--- src/rtl/fetch_stage_param.sv ---
// ============================================================================
// Module   : fetch_stage_param
// Purpose  : Instruction-fetch stage: PC ownership, next-PC selection, optional
//            two-word immediate fetch and IF/ID pipeline register.
// Revision : 1.0  initial release
// ============================================================================
`default_nettype none

module fetch_stage_param #(
  parameter int          ADDR_W   = 32,
  parameter int          INSTR_W  = 16,
  parameter logic [31:0] RESET_PC = 32'h20,
  parameter int          PC_STEP  = 1,
  parameter bit          IMM_EN   = 1'b1,
  parameter int          IMM_BIT  = 15
) (
  input  logic               clk,
  input  logic               rst_n,
  output logic [ADDR_W-1:0]  imemAddr,
  output logic               imemCs,
  input  logic [INSTR_W-1:0] imemData,
  input  logic               stall,
  input  logic               flush,
  input  logic               jumpEn,
  input  logic [ADDR_W-1:0]  jumpAddress,
  input  logic               intReq,
  input  logic [ADDR_W-1:0]  intRegAddress,
  output logic               ifIdValid,
  output logic [INSTR_W-1:0] ifIdInstr,
  output logic [INSTR_W-1:0] ifIdImm,
  output logic               isImmediate,
  output logic [ADDR_W-1:0]  nextInstructionAddress,
  output logic [4:0]         opCode,
  output logic [2:0]         Rs,
  output logic [2:0]         Rd,
  output logic [4:0]         SHMNT
);

  localparam logic [ADDR_W-1:0] C_RESET_PC = ADDR_W'(RESET_PC);
  localparam logic [ADDR_W-1:0] C_PC_STEP  = ADDR_W'(PC_STEP);

  localparam logic [0:0] S_INSTR = 1'b0;
  localparam logic [0:0] S_IMM   = 1'b1;

  logic [0:0]         r_state;
  logic [ADDR_W-1:0]  r_pc;
  logic [INSTR_W-1:0] r_pending;
  logic [ADDR_W-1:0]  r_pending_addr;
  logic               r_valid;
  logic [INSTR_W-1:0] r_instr;
  logic [INSTR_W-1:0] r_imm;
  logic               r_is_imm;
  logic [ADDR_W-1:0]  r_nia;

  logic [0:0]         w_state_nxt;
  logic [ADDR_W-1:0]  w_pc_nxt;
  logic [ADDR_W-1:0]  w_pc_inc;
  logic               w_valid_nxt;
  logic               w_capture;
  logic               w_emit_single;
  logic               w_emit_pair;
  logic               w_has_imm;

  assign w_pc_inc = r_pc + C_PC_STEP;

  generate
    if (IMM_EN) begin : g_imm_en
      assign w_has_imm = imemData[IMM_BIT];
    end else begin : g_imm_dis
      assign w_has_imm = 1'b0;
    end
  endgenerate

  // State, PC and IF/ID registers
  always_ff @(posedge clk or negedge rst_n) begin
    if (!rst_n) begin
      r_state        <= S_INSTR;
      r_pc           <= C_RESET_PC;
      r_pending      <= '0;
      r_pending_addr <= '0;
      r_valid        <= 1'b0;
      r_instr        <= '0;
      r_imm          <= '0;
      r_is_imm       <= 1'b0;
      r_nia          <= C_RESET_PC;
    end else begin
      r_state <= w_state_nxt;
      r_pc    <= w_pc_nxt;
      r_valid <= w_valid_nxt;
      if (w_capture) begin
        r_pending      <= imemData;
        r_pending_addr <= r_pc;
      end
      if (w_emit_single) begin
        r_instr  <= imemData;
        r_imm    <= '0;
        r_is_imm <= 1'b0;
        r_nia    <= w_pc_inc;
      end
      if (w_emit_pair) begin
        r_instr  <= r_pending;
        r_imm    <= imemData;
        r_is_imm <= 1'b1;
        r_nia    <= w_pc_inc;
      end
    end
  end

  // Next-state selection: interrupt > jump > flush > stall > normal
  always_comb begin
    w_state_nxt   = r_state;
    w_pc_nxt      = r_pc;
    w_valid_nxt   = r_valid;
    w_capture     = 1'b0;
    w_emit_single = 1'b0;
    w_emit_pair   = 1'b0;
    if (intReq) begin
      w_pc_nxt    = intRegAddress;
      w_state_nxt = S_INSTR;
      w_valid_nxt = 1'b0;
    end else if (jumpEn) begin
      w_pc_nxt    = jumpAddress;
      w_state_nxt = S_INSTR;
      w_valid_nxt = 1'b0;
    end else if (flush) begin
      // A half-fetched instruction restarts from its first word
      if (r_state == S_IMM) begin
        w_pc_nxt = r_pending_addr;
      end
      w_state_nxt = S_INSTR;
      w_valid_nxt = 1'b0;
    end else if (!stall) begin
      case (r_state)
        S_INSTR: begin
          w_pc_nxt = w_pc_inc;
          if (w_has_imm) begin
            w_capture   = 1'b1;
            w_state_nxt = S_IMM;
            w_valid_nxt = 1'b0;
          end else begin
            w_emit_single = 1'b1;
            w_valid_nxt   = 1'b1;
          end
        end
        S_IMM: begin
          w_emit_pair = 1'b1;
          w_pc_nxt    = w_pc_inc;
          w_valid_nxt = 1'b1;
          w_state_nxt = S_INSTR;
        end
        default: begin
          w_state_nxt = S_INSTR;
        end
      endcase
    end
  end

  always_comb begin
    imemAddr               = r_pc;
    imemCs                 = rst_n;
    ifIdValid              = r_valid;
    ifIdInstr              = r_instr;
    ifIdImm                = r_imm;
    isImmediate            = r_is_imm;
    nextInstructionAddress = r_nia;
    opCode                 = r_instr[15:11];
    Rs                     = r_instr[10:8];
    Rd                     = r_instr[7:5];
    SHMNT                  = r_instr[4:0];
  end

endmodule

`default_nettype wire

--- config.mk ---
export PLATFORM = sky130hd
export DESIGN_NAME = fetch_stage_param
export DESIGN_NICKNAME = d
export VERILOG_FILES = /design/src/rtl/fetch_stage_param.sv
export SDC_FILE = /design/constraint.sdc
export NUM_CORES = 1
export LEC_CHECK = 0
export ABC_AREA = 1
export CAP_MARGIN = 25
export CELL_PAD_IN_SITES_DETAIL_PLACEMENT = 0
export CELL_PAD_IN_SITES_GLOBAL_PLACEMENT = 1
export CORE_AREA = 2 2 168 129
export DETAILED_ROUTE_END_ITERATION = 12
export DIE_AREA = 0 0 170 131
export PLACE_DENSITY = 0.93
export SYNTH_ARGS = -nofsm -noshare
export SYNTH_HDL_FRONTEND = slang
export SYNTH_SLANG_ARGS = --single-unit
--- constraint.sdc ---
create_clock -name clk -period 3.42 [get_ports clk]
set_input_delay 0.684 -clock clk [delete_from_list [all_inputs] [get_ports clk]]
set_output_delay 0.684 -clock clk [all_outputs]
set_load 0.01 [all_outputs]
# Word-level counts from Yosys, hierarchy flattened
# Index checks and enable logic that the tools add are counted.
op_classes:
  muxes: 40
  n_bitwise: 1
  n_eq_ne: 2
  reduce_logical: 2
  add_sub_neg: 1
ops:
  columns: ["operator", "n"]
  rows:
  - ["$mux W32", 7]
  - ["$mux W16", 4]
  - ["$add A32 B1 Y32 const B", 1]
  - ["$mux W1", 27]
  - ["$ne A4 B1 Y1 const B", 2]
  - ["$pmux W1 S2", 2]
  - ["$reduce_and A2 Y1", 1]
  - ["$reduce_bool A2 Y1", 1]
  - ["$not A1 Y1", 1]
totals:
  wordCells: 55
  input_bits: 86
  output_inout_bits: 115
  regBits: 147

# Longest topological paths before layout
logic_depth:
  depth_word: 8
  depth_mapped: 12
  ltp_nobuf: 12

# Worst setup path after synthesis
# Ideal clock, no wire load.
synth_timing:
  path_type: "input-to-reg"
  from: "input jumpEn"
  to: "register r_pending_addr[18]"
  setup_ns: 0.133
  arrival_ns: 1.691
  cell_stages: 8
  t_required_ns: 3.287
  slack_ns: 1.596
  n_path_buf: 2
  path_cell_list: "inv_1 -> nand2_2 -> nor2_2 -> nand4_1 -> buf_2 -> buf_6 -> nand2_1 -> o21ai_0"
synth_between:
  elab_chain_cells: 2
synth_rtl:
  columns: ["item", "line", "text"]
  rows:
  - ["start, declared", "24", "input logic jumpEn,"]
  - ["$mux W1", "121", "end else if (jumpEn) begin"]
  - ["$mux W1", "117", "if (intReq) begin"]
  - ["end signal, assigned", "92", "r_pending_addr <= r_pc;"]
  - ["end, declared", "48", "logic [ADDR_W-1:0] r_pending_addr;"]
# No other way between the ends.
# A chain may end at the register's enable or synchronous reset.

# Worst setup path in the final report
layout_timing:
  from: "input flush"
  to: "register r_pc[25], in the netlist imemAddr[25]"
layout_between:
  elab_chain_cells: 3
  elab_cells_between_ends: 6
  classes_between: "eq/ne: 2; mux: 3; reduce/logical: 1"
layout_rtl:
  columns: ["item", "line", "text"]
  rows:
  - ["start, declared", "23", "input logic flush,"]
  - ["$mux W32", "125", "end else if (flush) begin"]
  - ["$mux W32", "121", null]
  - ["$mux W32", "117", null]
  - ["end signal, assigned", "88", "r_pc <= w_pc_nxt;"]
  - ["end, declared", "46", "logic [ADDR_W-1:0] r_pc;"]
# Several ways; a longest one is shown, not always the timed one.

==> summary.md <==
| Metric | Value |
|---|---|
| Dominant cells by area after synthesis | dfrtp_1 (48%), nand2_1 (17%), nor2_1 (7.7%), o21ai_0 (6.2%), a21oi_1 (3.4%) |
| Total GRT Usage | 21.8% |
| Final period utilization | 69.1% |
| Dpl ws | 0.638 ns |
| Mapped Cells | 1030 |
| Netlist cell types | 29 |
| Pwr per Cell Area | 550 mW/mm² |
| Area growth, synth to finish | 35.6% |
| Sequential Power Share | 41.3% |
| DP Wirelength | 16.7 mm |
| Post-synth top area share | 48.0% |
| Initial drt markers | 730 |
| Layout cells sized above 1 | 5.79% |
| Most frequent cell after synthesis | nand2_1 |
| Worst reg2reg startpoint | imemAddr[0] |
| Utilization after layout | 49.4% |
| Fmax | 0.423 GHz |
| Warnings, synthesis | 0 |
| Crit start category | primary input |
| Setup bufs post-CTS | 0 |
| Root buffer cell | clkbuf_16 |
| Lkg Pwr | 0.00475 µW |
| Worst slew pin tran | 0.708 ns |
| Final worst path period need | 2.36 ns |
| CORE AREA | 0.0207 mm² |
| Die ar. | 0.0223 mm² |
| Commonest cells in the netlist | nand2_1 (336), nor2_1 (155), dfrtp_1 (145) |
| Routability cong. | 0.853 |
| Hold Fails Final Rpt | 0 |
| Crit path DAT | 2.68 ns |
| Switching power | 1750 µW |
| Worst hold path type | primary input to async pin |
| Wirelength per Cell | 16.2 µm |
| Area leader, netlist | dfrtp_1 |
| DRC Markers | 0 |
| Dpl cells | 1442 |
| Internal power | 3890 µW |
| CTS tree | done |
| Cts bufs inserted | 17 |
| WS Path Type | primary input to flop |
| CTS sink cnt | 147 |
| Ys flop type | dfrtp_1 |
| Slowest cell on the critical path | clkdlybuf4s50_1 |
| Gr ovfl total | 0 |
| Post-Syn Area | 0.00755 mm² |
| Setup TNS | 0 ns |
| Max stage delay on crit path | 0.66 ns |
| Clk Latency, worst-skew pair | 0.43 ns |
| Overall die height | 131 µm |
| Port bufs | 200 |
| Post-synth EDFFs | 0 |
| Max Cap Violations | 0 |
| Number of global-route vias before repair | 6869 |
| Status | finished clean |
| Syn_nets | 1117 |
| Skew final | 0.0105 ns |
| Switching Fraction | 31.0% |
| Gate power share | 24.3% |
| Clk slew on worst S/H paths | 0.06 ns |
| Proportion of synthesized flip-flops having asynchronous set or reset | 100% |
| Max Fanout on Critical Path | 26 |
| Crit. End Element | flop |
| Inserted Diodes | 0 |
| Cell Chain, Critical Path | clkdlybuf4s50_1, inv_2, o31ai_4, buf_4, nor2_1, nand2_1, nand2_1 |
| Seq/Total Area, Yosys | 48.7% |
| Syn avg cell area | 7.33 µm² |
| FF-to-FF path depth | 11 |
| Initial antenna violation count | 0 |
| Final net count | 1284 |
| Clk buf depth | 2 |
| Antenna viol nets, final | 0 |
| I/O Pins | 201 |
| FF-to-FF End | imemAddr[10] |
| 1st-pass router iterations | 6 |
| Largest net degree at the start of global routing | 66 |
| Die width | 170 µm |
| Vias/cell | 4.99 |
| Final WL | 23.8 mm |
| Final setup vio count | 0 |
| Reg2Reg Setup Slack | 1.32 ns |
| Peak supply drop | 0.269 mV |
| First-pass GRT wire length | 37.5 mm |
| Fin. max-slew vios | 0 |
| Cts hold-fix bufs | 0 |
| CP required | 3.73 ns |
| Post-CTS Resized | 0 |
| Non-filler cells, final | 1474 |
| Clock Power Share | 34.5% |
| Yosys reg bits | 147 |
| Most frequent CP cell | nand2_1 |
| Initial cell density of the core | 36.4% |
| Worst setup margin | 1.06 ns |
| RSZ-0062 raised after global routing | false |
| Core Rows | 46 |
| Worst slew margin | 52.8% |
| Vias | 7357 |
| H-tree level count | 4 |
cell type report:
type | instances | area [µm²]
clock inverter | 14 | 165
multi-input combinational | 749 | 3260
timing repair buffer | 216 | 2120
inverter | 66 | 248
sequential | 147 | 3680
tap | 264 | 330
clock buffer | 18 | 439
fill | 2006 | 10500
flip-flops by register name, indices dropped and copies added (netlist names):
name	cells
nextInstructionAddress	32
imemAddr	32
r_pending	16
isImmediate	1
r_state	1
ifIdImm	16
ifIdInstr	16
r_pending_addr	32
ifIdValid	1
logic make-up (layout without fill, tap and decap cells):
kind of cell    Yosys count  after routing  share of synthesized area, %
compound gates          192            192                          13.4
fa+ha+maj                 1              1                         0.166
buf+inv                 134            314                          8.20
simple gates            547            547                          28.4
xor+xnor                  9              9                          1.04
flops                   147            147                          48.7
through the flow:
step,hold slack (ns),power [µW],cell area [µm²]
3_5_place_dp,0.440,3720,9630
5_1_grt,0.210,5930,10200
6_report,0.191,5630,10200
4_1_cts,0.197,5670,10200
2_1_floorplan,0.388,2950,7550
3_3_place_gp,0.432,3690,9630
cell usage in the layout, fill, tap and decap left out, types with 2 or more instances in the layout:
master             n
o21ai_0           94
clkdlybuf4s50_1  198
o21ai_1           21
inv_1             63
inv_6              6
buf_4             16
or2_2              4
dfstp_2            2
bufinv_16          2
nand3_1           40
dfrtp_1          145
inv_2              3
nor2_2             6
clkinvlp_4         2
xor2_1             7
clkbuf_16         17
nand2_1          336
xnor2_1            2
nand2_2            2
clkinv_4           3
nor2_1           155
a21oi_1           52
a31oi_1           21
how the worst max path moves through the flow:
stage | from | end | cells past startpoint
final | flush | imemAddr[25] | 7
after global routing | flush | imemAddr[23] | 7
after CTS | rst_n | imemCs | 2
after detailed placement | flush | imemAddr[25] | 7
after global placement | flush | imemAddr[24] | 7
after floorplan | jumpEn | r_pending_addr[18] | 8
routing by layer:
layer / global-route usage, % / routed length (µm) / vias to the layer above
li1: - / - / 3608
met1: 31.6 / 11400 / 3420
met2: 32.2 / 10200 / 305
met3: 5.90 / 1880 / 24
met4: 5.48 / 342 / 0
met5: 0 / 0 / -
critical path: cells and delay by family:
family                 cells  cell delay, ns
buffers and inverters      3            1.30
AOI/OAI and AO/OA          1            0.48
and+or+nand+nor            3            0.20
power groups by stage:
stage               clock network, µW  registers [µW]  logic (µW)
finish                           1940            2320        1370
global route                     2050            2360        1510
CTS                              1970            2320        1380
detailed placement                  0            2350        1370
global placement                    0            2340        1350
floorplan                           0            2370         588
Power figures use the tool's default switching activity.
